File: src/rtl/alu_pipe_if.sv
// Operand/result handshake bundle for alu_pipe.
// The slave modport is the ALU side; master is the datapath driving operands and taking results.
interface alu_pipe_if #(
   parameter int WIDTH = 8
);
   logic             in_valid;
   logic             in_ready;
   logic [WIDTH-1:0] A;
   logic [WIDTH-1:0] B;
   logic [1:0]       S;
   logic             S2;
   logic             ACC_SEL;
   logic             out_valid;
   logic             out_ready;
   logic [WIDTH-1:0] F;
   logic             C;
   logic             Z;
   logic             N;
   logic             V;

   modport slave (
      input  in_valid, A, B, S, S2, ACC_SEL, out_ready,
      output in_ready, out_valid, F, C, Z, N, V
   );

   modport master (
      output in_valid, A, B, S, S2, ACC_SEL, out_ready,
      input  in_ready, out_valid, F, C, Z, N, V
   );
endinterface

File: src/rtl/alu_pipe.sv
// Two-stage pipelined ALU with valid/ready on both sides, C/Z/N/V flags and accumulator chaining.
// Optional ALU_PIPE_SAT_EN: arithmetic results saturate unsigned instead of wrapping.
module alu_pipe #(
   parameter int WIDTH = 8
) (
   input  logic        clk,
   input  logic        rst_n,
   alu_pipe_if.slave   bus
);
   localparam logic [WIDTH-1:0] ONE = WIDTH'(1);

   logic             s1_valid;
   logic [WIDTH-1:0] s1_a;
   logic [WIDTH-1:0] s1_b;
   logic [1:0]       s1_s;
   logic             s1_s2;
   logic             s1_acc;

   logic             out_valid_q;
   logic [WIDTH-1:0] f_q;
   logic             c_q, z_q, n_q, v_q;

   logic             in_ready;
   logic             advance;

   logic [WIDTH-1:0] ae;
   logic [WIDTH-1:0] opb;
   logic [WIDTH:0]   ext;
   logic [WIDTH-1:0] res;
   logic             sub;
   logic             c_nx;
   logic             v_nx;

   assign in_ready = !s1_valid || !out_valid_q || bus.out_ready;
   assign advance  = s1_valid && (!out_valid_q || bus.out_ready);

   // The accumulator is f_q itself; it still holds the old result on the cycle it is handed off.
   always_comb begin
      ae   = s1_acc ? f_q : s1_a;
      sub  = s1_s[0];
      opb  = s1_s[1] ? ONE : s1_b;
      ext  = sub ? ({1'b0, ae} - {1'b0, opb}) : ({1'b0, ae} + {1'b0, opb});
      res  = '0;
      c_nx = 1'b0;
      v_nx = 1'b0;
      if (s1_s2 == 1'b1) begin
         case (s1_s)
            2'b00:   res = ae & s1_b;
            2'b01:   res = ae | s1_b;
            2'b10:   res = ae ^ s1_b;
            default: res = ~ae;
         endcase
      end else begin
         res  = ext[WIDTH-1:0];
         c_nx = ext[WIDTH];
         v_nx = sub ? ((ae[WIDTH-1] ^ opb[WIDTH-1]) & (ae[WIDTH-1] ^ ext[WIDTH-1]))
                    : (~(ae[WIDTH-1] ^ opb[WIDTH-1]) & (ae[WIDTH-1] ^ ext[WIDTH-1]));
`ifdef ALU_PIPE_SAT_EN
         if (c_nx) res = sub ? '0 : '1;
`else
         res = ext[WIDTH-1:0];
`endif
      end
   end

   always_ff @(posedge clk or negedge rst_n) begin
      if (!rst_n) begin
         s1_valid <= 1'b0;
         s1_a     <= '0;
         s1_b     <= '0;
         s1_s     <= '0;
         s1_s2    <= 1'b0;
         s1_acc   <= 1'b0;
      end else if (bus.in_valid && in_ready) begin
         s1_valid <= 1'b1;
         s1_a     <= bus.A;
         s1_b     <= bus.B;
         s1_s     <= bus.S;
         s1_s2    <= bus.S2;
         s1_acc   <= bus.ACC_SEL;
      end else if (advance) begin
         s1_valid <= 1'b0;
      end
   end

   always_ff @(posedge clk or negedge rst_n) begin
      if (!rst_n) begin
         out_valid_q <= 1'b0;
         f_q         <= '0;
         c_q         <= 1'b0;
         z_q         <= 1'b0;
         n_q         <= 1'b0;
         v_q         <= 1'b0;
      end else if (advance) begin
         out_valid_q <= 1'b1;
         f_q         <= res;
         c_q         <= c_nx;
         z_q         <= (res == '0);
         n_q         <= res[WIDTH-1];
         v_q         <= v_nx;
      end else if (bus.out_ready) begin
         out_valid_q <= 1'b0;
      end
   end

   assign bus.in_ready  = in_ready;
   assign bus.out_valid = out_valid_q;
   assign bus.F         = f_q;
   assign bus.C         = c_q;
   assign bus.Z         = z_q;
   assign bus.N         = n_q;
   assign bus.V         = v_q;
endmodule
File: src/flat_wrapper.sv
// flat-port wrapper written by rule: the top's interface ports become plain ports
module alu_pipe_flat 
#(
   parameter int WIDTH = 8
)
  (clk, rst_n, bus_in_valid, bus_A, bus_B, bus_S, bus_S2, bus_ACC_SEL, bus_out_ready, bus_in_ready, bus_out_valid, bus_F, bus_C, bus_Z, bus_N, bus_V);
  alu_pipe_if #(.WIDTH(WIDTH)) bus_i ();
  input  logic clk;
  input  logic rst_n;
  input wire logic [$bits(bus_i.in_valid)-1:0] bus_in_valid;
  input wire logic [$bits(bus_i.A)-1:0] bus_A;
  input wire logic [$bits(bus_i.B)-1:0] bus_B;
  input wire logic [$bits(bus_i.S)-1:0] bus_S;
  input wire logic [$bits(bus_i.S2)-1:0] bus_S2;
  input wire logic [$bits(bus_i.ACC_SEL)-1:0] bus_ACC_SEL;
  input wire logic [$bits(bus_i.out_ready)-1:0] bus_out_ready;
  output wire logic [$bits(bus_i.in_ready)-1:0] bus_in_ready;
  output wire logic [$bits(bus_i.out_valid)-1:0] bus_out_valid;
  output wire logic [$bits(bus_i.F)-1:0] bus_F;
  output wire logic [$bits(bus_i.C)-1:0] bus_C;
  output wire logic [$bits(bus_i.Z)-1:0] bus_Z;
  output wire logic [$bits(bus_i.N)-1:0] bus_N;
  output wire logic [$bits(bus_i.V)-1:0] bus_V;
  assign bus_i.in_valid = bus_in_valid;
  assign bus_i.A = bus_A;
  assign bus_i.B = bus_B;
  assign bus_i.S = bus_S;
  assign bus_i.S2 = bus_S2;
  assign bus_i.ACC_SEL = bus_ACC_SEL;
  assign bus_i.out_ready = bus_out_ready;
  assign bus_in_ready = bus_i.in_ready;
  assign bus_out_valid = bus_i.out_valid;
  assign bus_F = bus_i.F;
  assign bus_C = bus_i.C;
  assign bus_Z = bus_i.Z;
  assign bus_N = bus_i.N;
  assign bus_V = bus_i.V;
  alu_pipe #(.WIDTH(WIDTH)) u_core (.clk(clk), .rst_n(rst_n), .bus(bus_i));
endmodule
File: config.mk
export PLATFORM = sky130hd
export DESIGN_NAME = alu_pipe_flat
export DESIGN_NICKNAME = d
export VERILOG_FILES = /design/src/rtl/alu_pipe_if.sv /design/src/rtl/alu_pipe.sv /design/src/flat_wrapper.sv
export SDC_FILE = /design/constraint.sdc
export NUM_CORES = 1
export LEC_CHECK = 0
export ABC_AREA = 0
export CORE_UTILIZATION = 45
export CTS_CLUSTER_SIZE = 8
export DETAILED_ROUTE_END_ITERATION = 8
export PLACE_DENSITY = 0.69
export SETUP_SLACK_MARGIN = 0.02
export SLEW_MARGIN = 40
export SYNTH_ARGS = -nofsm -noshare
export SYNTH_HDL_FRONTEND = slang
export SYNTH_SLANG_ARGS = --single-unit
File: constraint.sdc
create_clock -name clk -period 7.8 [get_ports clk]
set_input_delay 0.78 -clock clk [delete_from_list [all_inputs] [get_ports clk]]
set_output_delay 0.78 -clock clk [all_outputs]
set_load 0.005 [all_outputs]
# [After elaboration in Yosys (flattened, before gate mapping)]
# Cells that the tools add are included.
[word_totals] reg_bits=34 input_bits=24 output_inout_bits=14
[op_classes] n_addsub=2 n_eq_ne=2 muxes=12 n_bitwise=9 reduce_logical=11
[ops] op="$mux W8" n=3
[ops] op="$pmux W8 S3" n=1
[ops] op="$add A8 B8 Y9" n=1
[ops] op="$mux W9" n=1
[ops] op="$sub A8 B8 Y9" n=1
[ops] op="$and A8 B8 Y8" n=1
[ops] op="$logic_not A8 Y1" n=1
[ops] op="$not A8 Y8" n=1
[ops] op="$or A8 B8 Y8" n=1
[ops] op="$xor A8 B8 Y8" n=1
[ops] op="$mux W1" n=7
[ops] op="$reduce_bool A2 Y1" n=2
[ops] op="$logic_or A1 B1 Y1" n=3
[ops] op="$and A1 B1 Y1" n=2
[ops] op="$eq A2 B1 Y1 const B" n=1
[ops] op="$eq A2 B2 Y1 const B" n=1
[ops] op="$logic_and A1 B1 Y1" n=2
[ops] op="$logic_not A1 Y1" n=2
[ops] op="$logic_not A2 Y1" n=1
[ops] op="$xor A1 B1 Y1" n=2
[ops] op="$not A1 Y1" n=1

# [Logic depth before layout (Yosys ltp)]
[depth] ltp_word=7 depth_mapped=14 depth_no_buf=12

# [Worst setup path after synthesis]
# OpenSTA, ideal clock, no wires.
[synth_path] path_type="register to register" start="register u_core.s1_s[1]" end="register u_core.z_q (netlist: u_core.bus.Z)" setup_time_ns=0.092 t_arrival_ns=2.831 required_time_ns=7.708 slack_ns=4.877 path_stages_with_launch=14 n_path_buf=3 path_cell_list="dfrtp_1 -> buf_2 -> clkbuf_1 -> clkbuf_1 -> or2_2 -> ha_1 -> inv_1 -> fa_1 -> a21o_1 -> a221oi_1 -> xnor2_1 -> mux2i_1 -> nand4_1 -> o31ai_2"
[synth_via] elab_chain_len=5 word_cells_on_any_way=10
[synth_rtl] element="from (decl)" line_no="alu_pipe.sv:15" rtl="logic [1:0] s1_s;"
[synth_rtl] element="from (signal assigned)" line_no="alu_pipe.sv:78" rtl="s1_s <= bus.S;"
[synth_rtl] element="$mux W8" line_no="alu_pipe.sv:41" rtl="opb = s1_s[1] ? ONE : s1_b;"
[synth_rtl] element="$add A8 B8 Y9 or $sub A8 B8 Y9 (tied branches)" line_no="alu_pipe.sv:42" rtl="ext = sub ? ({1'b0, ae} - {1'b0, opb}) : ({1'b0, ae} + {1'b0, opb});"
[synth_rtl] element="$mux W9" line_no="alu_pipe.sv:42"
[synth_rtl] element="$mux W8 (*)" line_no="alu_pipe.sv:46" rtl="if (s1_s2 == 1'b1) begin"
[synth_rtl] element="$logic_not A8 Y1 (*)" line_no="alu_pipe.sv:98" rtl="z_q <= (res == '0);"
[synth_rtl] element="to (signal assigned)" line_no="alu_pipe.sv:98"
[synth_rtl] element="to (decl)" line_no="alu_pipe.sv:21" rtl="logic c_q, z_q, n_q, v_q;"
# Mark *: on every way between the ends. The rest lies on a longest branch, timed or not.
# A chain may end at the register's enable or synchronous reset.

# [Worst setup path in the final report]
[layout_path] start="register u_core.s1_s[1]" end="register u_core.f_q[7] (netlist: u_core.bus.F[7])"
[layout_via] elab_chain_len=4 word_cells_on_any_way=9
[layout_rtl] element="$mux W8" line_no="alu_pipe.sv:41"
[layout_rtl] element="$add A8 B8 Y9 or $sub A8 B8 Y9 (tied branches)" line_no="alu_pipe.sv:42"
[layout_rtl] element="$mux W9" line_no="alu_pipe.sv:42"
[layout_rtl] element="$mux W8 (*)" line_no="alu_pipe.sv:46"
[layout_rtl] element="to (signal assigned)" line_no="alu_pipe.sv:96" rtl="f_q <= res;"
[layout_rtl] element="to (decl)" line_no="alu_pipe.sv:20" rtl="logic [WIDTH-1:0] f_q;"
# Marks and branches as above.

==> flow_metrics.tcl <==
set metrics [dict create \
    outcome "complete, no violations" \
    diodes 0 \
    nets 329 \
    period_share_pct 42.1 \
    ys_seq_elements 33 \
    fin_cells 350 \
    path_class "reg2reg" \
    pwr_density_cell_nw_per_um2 289 \
    met1_usage_pct 29.7 \
    worstSetupEndpointType "register" \
    crit_fanout 27 \
    vias 1855 \
    tns_ps 0 \
    worstSkewPairLatency_ps 280 \
    combPwrFrac_pct 53.3 \
    hp-start "u_core.bus.C$_DFFE_PN0P_" \
    cts_hold_buf 0 \
    final_core_util_pct 56.6 \
    chipWidth_um 75.3 \
    cp-start-kind "register" \
    wl_per_cell_um 13.7 \
    cp_slowest_stage_delay_ps 660 \
    start_util_pct 47.0 \
    rrSetupSlack_ps 4520 \
    post-place-ws_ps 4280 \
    cts.sinks 33 \
    p_int_mw 0.517 \
    cp_slowest_cell "dfrtp_2" \
    cts_setup_buffers 0 \
    grt_busiest_layer "met1" \
    cts_buffers 5 \
    grt_pass1_vias 1664 \
    cts_tree "done" \
    drive_gt1_share_pct 15.4 \
    num_rows 26 \
    switching_share_pct 38.6 \
    cp.required_ps 7960 \
    syn2layout_area_growth_pct 20.4 \
    synthDistinctLibCells 42 \
    netlist_instances 249 \
    h-tree-depth 2 \
    rr_worst_depth 11 \
    grt_pass1_wl_um 8040 \
    finalHoldViolCount 0 \
    core_um2 5140 \
    power_mw 0.842 \
    layout_commonest_cell "clkdlybuf4s50_1" \
    drt-total-wl_um 4790 \
    tightest_slew_ps 582 \
    synthArstFlopShare_pct 100 \
    p_seq_share_pct 31.2 \
    drv_cap 0 \
    max_clock_freq_mhz 305 \
    arrival_ps 3450 \
    dpl_cell_area_um2 2820 \
    p_leak_nw 1.29 \
    cts_resized 0 \
    layout_min_cycle_time_ps 3280 \
    fin_hold_ws_ps 480 \
    use_met2_pct 28.0 \
    ys.flop_type "dfrtp_1" \
    hold_class "reg2reg" \
    final_cell_mix "37 x clkdlybuf4s50_1, 31 x dfrtp_1, 25 x mux2_2" \
    synth-seq-area-share_pct 34.2 \
    finalSetupViolCount 0 \
    clockRootBuffer "clkbuf_8" \
    hpwlAfterDp_um 3670 \
    syn_nets 298 \
    vias_per_cell 5.30 \
    p_switching_mw 0.325 \
    dr.pass1.iters 4 \
    grt_max_degree 34 \
    min_path_cells 2 \
    drt_iter0_drc 117 \
    routabilityCongestion 0.895 \
    crit_top_cell "a21oi_1" \
    n_fill_cell 485 \
    met3_usage_pct 2.41 \
    fin_area_um2 2910 \
    ios 38 \
    clockBufferDepth 2 \
    reg2reg_to "u_core.bus.F[7]$_DFFE_PN0P_" \
    cp_cell_sequence "nor2_1 -> a21oi_1 -> nor2_1 -> o32ai_1 -> ha_1 -> a21oi_1 -> a21oi_1 -> a311oi_1 -> xor2_1 -> o21ai_1 -> mux2_2" \
    max-vdd-ir-drop_uv 185 \
    rsz0062_at_grt "no" \
    clock_power_share_pct 15.5 \
    io_buffers 37 \
    slew_viol_final 0 \
    fin_skew_ps 7.48 \
    holdPathEnd "u_core.bus.C$_DFFE_PN0P_" \
    relSlewSlack_pct 61.2 \
    track_usage_pct 19.2 \
    synth_area_um2 2420 \
    path_clk_slew_ps 70 \
    antenna_found_initial 0 \
    antenna_left 0 \
    die_area_um2 5670 \
    finalWorstSetupSlack_ps 4520 \
    post-route-drc-count 0 \
    grt-ovfl-total 0 \
    yosysWarningCount 0 \
    avgSynthCellArea_um2 9.70 \
    synth-edff-count 0 \
    die_h_um 75.3 \
    r2r_start "u_core.s1_s[1]$_DFFE_PN0P_" \
    place_inst 343 \
]
[logic make-up (layout without fill, tap and decap cells)]
logic type      count (synthesis)  after routing  share of synthesized area [%]
fa+ha+maj                      25             25                           13.3
flops                          33             33                           34.2
compound gates                 52             52                           14.2
buf+inv                        37             68                           6.37
mux                            38             38                           18.6
simple gates                   56             56                           10.5
xor+xnor                        8              8                           2.90
[synth_stat cells, drive strengths merged (3+ instances only)]
cell type   n  area (µm²)
dfrtp      33         826
mux2       25         282
ha         24         300
inv        23        86.3
nor2       22        82.6
nand2      15        56.3
a21oi      13        65.1
o21ai      12        60.1
mux2i      10         100
clkbuf      8        30.0
buf         6        37.5
xnor2       5        43.8
nand2b      4        25.0
nor3        4        20.0
o221ai      4        35.0
o22ai       4        25.0
o31ai       4        35.0
or2         4        25.0
mux4        3        67.6
o21a        3        22.5
xor2        3        26.3
[per-layer routing]
layer	wire length, µm	part of all wire (%)
met5	0	0
met3	179	3.7
met2	2140	45
met4	42	0.88
met1	2430	51
[layout make-up]
class                           count  area, µm²  share of cell area [%]
Multi-Input combinational cell    179       1440                    49.5
Inverter                           23       86.3                    2.97
Timing Repair Buffer               38        378                    13.0
Sequential cell                    33        828                    28.5
Clock buffer                        6       82.6                    2.84
Clock inverter                      1       7.51                   0.258
Tap cell                           70       87.6                    3.01
[how the worst max path moves through the flow]
stage | start | slack (ps) | end
3_5_place_dp | u_core.s1_s[1]$_DFFE_PN0P_ | 4280 | u_core.bus.F[7]$_DFFE_PN0P_
2_1_floorplan | u_core.s1_s[1]$_DFFE_PN0P_ | 4880 | u_core.bus.Z$_DFFE_PN0P_
4_1_cts | u_core.s1_s[1]$_DFFE_PN0P_ | 4280 | u_core.bus.F[7]$_DFFE_PN0P_
5_1_grt | u_core.s1_s[1]$_DFFE_PN0P_ | 4200 | u_core.bus.C$_DFFE_PN0P_
3_3_place_gp | u_core.s1_s[1]$_DFFE_PN0P_ | 4390 | u_core.bus.F[7]$_DFFE_PN0P_
6_report | u_core.s1_s[1]$_DFFE_PN0P_ | 4520 | u_core.bus.F[7]$_DFFE_PN0P_
[power by group through the flow]
stage / Sequential, mW / Combinational [mW] / Clock [mW]
after floorplan: 0.243 / 0.329 / 0
after global placement: 0.266 / 0.438 / 0
after detailed placement: 0.266 / 0.442 / 0
after CTS: 0.263 / 0.448 / 0.135
after global routing: 0.272 / 0.508 / 0.140
final: 0.263 / 0.449 / 0.130
[critical path, delay by kind of cell, from the launching register on]
kind | cells | cell delay, ps
fa+ha+maj | 1 | 330
xor+xnor | 1 | 280
flops | 1 | 660
simple gates | 2 | 210
mux | 1 | 300
compound gates | 6 | 1390
[sequential cells by signal, summed over array words and instances (netlist names)]
signal                count
u_core.s1_valid           1
u_core.bus.C              1
u_core.bus.F              8
u_core.s1_s2              1
u_core.bus.Z              1
u_core.bus.V              1
u_core.s1_acc             1
u_core.s1_s               2
u_core.s1_b               8
u_core.bus.out_valid      1
u_core.s1_a               8
Note: power is estimated with default switching activity, not from simulation.
